$ cat config.mk
export PLATFORM = sky130hd
export DESIGN_NAME = updown_mod_counter
export DESIGN_NICKNAME = d
export VERILOG_FILES = /design/src/rtl/updown_mod_counter.sv
export SDC_FILE = /design/constraint.sdc
export NUM_CORES = 1
export LEC_CHECK = 0
export CAP_MARGIN = 20
export CORE_AREA = 2 2 39 41
export CTS_CLUSTER_SIZE = 14
export DETAILED_ROUTE_END_ITERATION = 8
export DIE_AREA = 0 0 41 43
export DONT_BUFFER_PORTS = 1
export GPL_ROUTABILITY_DRIVEN = 0
export GPL_TIMING_DRIVEN = 0
export PLACE_DENSITY = 0.46
export SLEW_MARGIN = 20
export SYNTH_ARGS = -nofsm -noshare
export SYNTH_HDL_FRONTEND = slang
export SYNTH_SLANG_ARGS = --single-unit
$ cat constraint.sdc
create_clock -name clk -period 2 [get_ports clk]
set_input_delay 0.3 -clock clk [delete_from_list [all_inputs] [get_ports clk]]
set_output_delay 0.3 -clock clk [all_outputs]
set_load 0.01 [all_outputs]
$ cat src/rtl/updown_mod_counter.sv
// rtl/updown_mod_counter.sv - parametrised up/down modulo counter with wrap/saturate, tc and wrap pulse
// Optional wrap_cnt output is enabled by defining COUNTER_WRAP_CNT_EN.
module updown_mod_counter #(
  parameter int WIDTH    = 4,
  parameter int MOD      = 16,
  parameter int SATURATE = 0
) (
  input  logic             clk,
  input  logic             rst,
  input  logic             en,
  input  logic             up,
  input  logic             load,
  input  logic [WIDTH-1:0] load_val,
  output logic [WIDTH-1:0] count,
  output logic             tc,
  output logic             wrap
`ifdef COUNTER_WRAP_CNT_EN
  ,
  output logic [WIDTH-1:0] wrap_cnt
`endif
);

  if (WIDTH < 1 || MOD < 2 || MOD > (1 << WIDTH)) begin : g_bad_params
    $error("updown_mod_counter: MOD must be in 2..2**WIDTH and WIDTH >= 1");
  end

  localparam logic [WIDTH:0]   MOD_W = (WIDTH + 1)'(MOD);
  localparam logic [WIDTH-1:0] MAX_C = WIDTH'(MOD - 1);

  logic [WIDTH:0]   inc;
  logic [WIDTH-1:0] dec;
  logic [WIDTH-1:0] load_clamped;
  logic             at_max;
  logic             at_zero;
  logic [WIDTH-1:0] next_count;
  logic             next_wrap;

  // Increment is one bit wider so MOD == 2**WIDTH reaches MOD without overflowing.
  assign inc          = {1'b0, count} + 1'b1;
  assign dec          = count - 1'b1;
  assign at_max       = (inc == MOD_W);
  assign at_zero      = (count == '0);
  assign load_clamped = ({1'b0, load_val} >= MOD_W) ? MAX_C : load_val;
  assign tc           = en & (up ? at_max : at_zero);

  always_comb begin
    next_count = count;
    next_wrap  = 1'b0;
    if (load) begin
      next_count = load_clamped;
    end else if (en) begin
      if (up) begin
        if (!at_max) begin
          next_count = inc[WIDTH-1:0];
        end else if (SATURATE == 0) begin
          next_count = '0;
          next_wrap  = 1'b1;
        end
      end else begin
        if (!at_zero) begin
          next_count = dec;
        end else if (SATURATE == 0) begin
          next_count = MAX_C;
          next_wrap  = 1'b1;
        end
      end
    end
  end

  always_ff @(posedge clk) begin
    if (rst) begin
      count <= '0;
      wrap  <= 1'b0;
    end else begin
      count <= next_count;
      wrap  <= next_wrap;
    end
  end

`ifdef COUNTER_WRAP_CNT_EN
  // Counts wrap pulses in step with wrap itself, sticking at all-ones.
  always_ff @(posedge clk) begin
    if (rst || load) begin
      wrap_cnt <= '0;
    end else if (next_wrap && (wrap_cnt != '1)) begin
      wrap_cnt <= wrap_cnt + 1'b1;
    end
  end
`endif

endmodule

=== Yosys cells after proc, flatten, opt, wreduce, memory -nomap -nowiden ===
Cells that the tools add are included.

* $add $sub $neg: 2
* Equal/unequal tests: 1
* Muxes and demuxes: 9
* Bitwise logic cells: 2
* Reduce and logical (&&, ||, !) cells: 3

{| class="wikitable"
|+ Operators by type and width
! operator !! count
|-
| $mux 4 || 5
|-
| $add 4x1->5 const B || 1
|-
| $eq 5x5->1 const B || 1
|-
| $logic_not 4->1 || 1
|-
| $mux 1 || 4
|-
| $sub 4x1->4 const B || 1
|-
| $reduce_or 3->1 || 1
|-
| $reduce_bool 2->1 || 1
|-
| $and 1x1->1 || 1
|-
| $not 1->1 || 1
|}

* Register bits: 5
* Input port bits: 9
* Output and inout bits: 6

=== Depth between registers and ports, before layout ===
* Depth in word-level cells: 6
* Gate-level depth with buffers: 5

=== Least setup slack after synthesis ===
No wires, ideal clock.

* Kind: reg2reg
* Start point: register count[0]
* End point: register count[2]
* Setup time: 0.123 ns
* Arrival time: 1.424 ns
* Data required time: 1.877 ns
* Slack: 0.453 ns
* Stages on the path, launching flop included: 6
* Buffers on the path: 0
* Clock period less this slack: 1.547 ns
* Path through: dfxtp_1 inv_1 ha_1 mux2_4 and3_1 a311o_2

* Longest elaborated chain between the ends: 6

{| class="wikitable"
|+ RTL lines
! element !! RTL line !! text
|-
| from (decl) || 14 || <nowiki>output logic [WIDTH-1:0] count,</nowiki>
|-
| from (signal assigned) || 75 || <nowiki>count <= next_count;</nowiki>
|-
| $add 4x1->5 || 39 || <nowiki>assign inc = {1'b0, count} + 1'b1;</nowiki>
|-
| $eq 5x5->1 || 41 || <nowiki>assign at_max = (inc == MOD_W);</nowiki>
|-
| $mux 4 || 53 || <nowiki>if (!at_max) begin</nowiki>
|-
| $mux 4 (*) || 52 || <nowiki>if (up) begin</nowiki>
|-
| $mux 4 (*) || 51 || <nowiki>end else if (en) begin</nowiki>
|-
| $mux 4 (*) || 49 || <nowiki>if (load) begin</nowiki>
|}

Mark *: on every way between the ends. The rest lies on a longest branch, timed or not. The select of a mux whose other input is x is not followed.
A chain may end at the register's enable or synchronous reset.

=== Worst setup path after layout ===
* Start point: register count[0]
* End point: output tc

* Longest elaborated chain between the ends: 4

{| class="wikitable"
|+ RTL lines
! element !! RTL line !! text
|-
| $add 4x1->5 || 39 ||
|-
| $eq 5x5->1 || 41 ||
|-
| $mux 1 (*) || 44 || <nowiki>assign tc = en & (up ? at_max : at_zero);</nowiki>
|-
| $and 1x1->1 (*) || 44 ||
|-
| to (decl) || 15 || <nowiki>output logic tc,</nowiki>
|}

Mark *: on every way between the ends. The rest lies on a longest branch, timed or not.

==> flow_summary.toml <==
[global_route]
overflow = 0
use_met1 = 0.151
grt_use_met3 = 0.0681
grtUsageTotal = 0.123
grt_max_degree = 10
antenna_found_initial = 0
busiest_layer = "met2"
grt_pass1_vias = 320
grt_pass1_wl_mm = 1.43
gr-usage-met2 = 0.159

[setup_path]
endpoint = "tc"
cpPeakStageDelay_ns = 0.49
worstPathMaxFanout = 8
r2r-start = "count[0]"
crit_path_end_kind = "output pin"
required_ns = 1.70
critPathSlowestCell = "dfxtp_1"
rr_worst_depth = 5
critPathBufInv = 0
cp.arrival_ns = 1.56
r2r-end = "count[2]"
worstPathCellList = "ha_1, and4_2, a31oi_1, nor2b_1"
criticalPathCategory = "flop to output pin"
crit_path_start_kind = "flop"
regToRegSetupSlack_ns = 0.32
path_delay_family = "flip-flops"
startpoint = "count[0]"
crit_cells = 4

[finish]
drive_above_1_share = 0.279
area_growth_pct = 14.9
fin_util = 0.307
fillers = 149
n_antenna_cell = 0
layout_common_cells = "5 x inv_1, 5 x dfxtp_1, 3 x clkbuf_4"
fin_nets = 55

[placed_design]
dp_slack_ns = 0.339
hpwl_um = 658
portBuffers = 0

[cts]
postCtsSetupBuffers = 0
cts_max_level = 1
cts_resized = 0
clk_latency_ns = 0.25
hold_buffers = 0
root_buffer = "clkbuf_4"
clockBufferDepth = 2
cts_tree = "yes"
clk_pin_slew_worst_paths_ns = 0.05
cts_buffers = 3
cts_sinks = 5

[detailed_routing]
vias = 329
drcViolationCount = 0
viasPerCell = 5.58
finalWirelength_um = 905
drtIter0Drc = 15
wire_per_inst_um = 15.3
ant_nets = 0
drt-pass1-iter-count = 4

[sta]
clock-skew-final_ns = 0.00312
hold_violations = 0
rsz0062_at_grt = "no"
clock.fmax_mhz = 537
slew_viol_final = 0
min_period_ns = 1.86
worst_slack_ns = 0.136
tns_ns = 0
tightest_slew_ns = 0.389
setup_viol = 0
slew_headroom = 0.738
fin_crit_sh = 0.932

[synth]
ys_seq_elements = 5
synth_area_leaders = "dfxtp_1 27%, a2111oi_4 7.4%, ha_1 6.8%"
syn_area_um2 = 370
synth.distinct_cells = 26
synth.top_cell.area_share = 0.270
synthCells = 39
yosysTopAreaCell = "dfxtp_1"
synth_seq_area_share = 0.270
synth.net_count = 50
ys_warn_count = 0
avgSynthCellArea_um2 = 9.50

[power_and_ir_drop]
p_leak_nw = 0.163
vdd_drop_max_mv = 0.246
p_per_area_nw_per_um2 = 711

[floorplan]
io-pin-count = 15
die_x_um = 41
initial_core_util = 0.268
fp.dieArea_um2 = 1760
num_rows = 14
die_h_um = 43
core_um2 = 1380

[flow_run]
maxCapViolCount = 0

[outcome]
status = "complete, no violations"

[min_path]
hold_path.class = "input pin to flop"
whs_path_depth = 1
metal layers:
| layer | vias to the layer above | wire length [µm] |
|---|---|---|
| li1 | 156 | - |
| met1 | 155 | 372 |
| met2 | 14 | 425 |
| met3 | 4 | 87 |
| met4 | 0 | 19 |
| met5 | - | 0 |
metrics by stage:
step	area, µm²	power, mW	hold slack, ns	instances
detailed placement	390	0.179	0.375	55
floorplan	370	0.167	0.369	39
CTS	417	0.300	0.115	59
finish	425	0.303	0.113	59
global placement	390	0.176	0.374	55
global route	425	0.319	0.114	59
worst register-to-register path, delay by kind of cell (launching register included):
kind | cells | cell delay, ns
and+or+nand+nor | 1 | 0.17
muxes | 1 | 0.29
DFF | 1 | 0.49
buffers and inverters | 1 | 0.09
adders and majority gates | 1 | 0.23
AOI/OAI and AO/OA | 1 | 0.29
logic make-up (layout without fill, tap and decap cells):
logic type,count (synthesis),in the layout,share of synthesized area
fa+ha+maj,2,2,0.0676
compound gates,8,8,0.223
buf+inv,6,10,0.0642
mux,2,2,0.0676
flops,5,5,0.270
simple gates,15,15,0.284
xor+xnor,1,1,0.0237
cell usage after synthesis (all sizes together):
| cell | number |
|---|---|
| mux2i | 1 |
| a211oi | 1 |
| a21oi | 1 |
| nor2 | 1 |
| ha | 2 |
| nor4 | 2 |
| nor3 | 1 |
| a31oi | 1 |
| buf | 1 |
| o221ai | 1 |
| nand2 | 2 |
| a2111oi | 1 |
| o211ai | 1 |
| nor4b | 2 |
| o2111ai | 1 |
| mux2 | 1 |
| xnor2 | 1 |
| a311o | 1 |
| inv | 5 |
| and4 | 2 |
| or2 | 2 |
| dfxtp | 5 |
| nor3b | 1 |
| nor2b | 1 |
| and3 | 1 |
report_power, final:
part | total, mW | switching [mW] | internal [mW] | leakage (nW)
combinational | 0.0554 | 0.0256 | 0.0299 | 0.106
clock | 0.122 | 0.0464 | 0.0758 | 0.0150
sequential | 0.125 | 0.0174 | 0.108 | 0.0413
how the worst min path moves through the flow:
stage	endpoint	start
after global routing	count[0]	rst
after detailed placement	count[0]	rst
final	count[0]	rst
after CTS	count[0]	rst
after global placement	count[0]	rst
after floorplan	count[0]	rst
sequential cells by signal, summed over array words and instances (netlist names):
register,count
wrap,1
count,4
layout make-up:
type,count,area [µm²],area share
multi-input combinational,28,255,0.600
sequential,5,100,0.235
clock buffer,4,26.3,0.0618
tap,16,20.0,0.0471
inverter,5,18.8,0.0441
buffer,1,5.00,0.0118
Power figures use the tool's default switching activity.
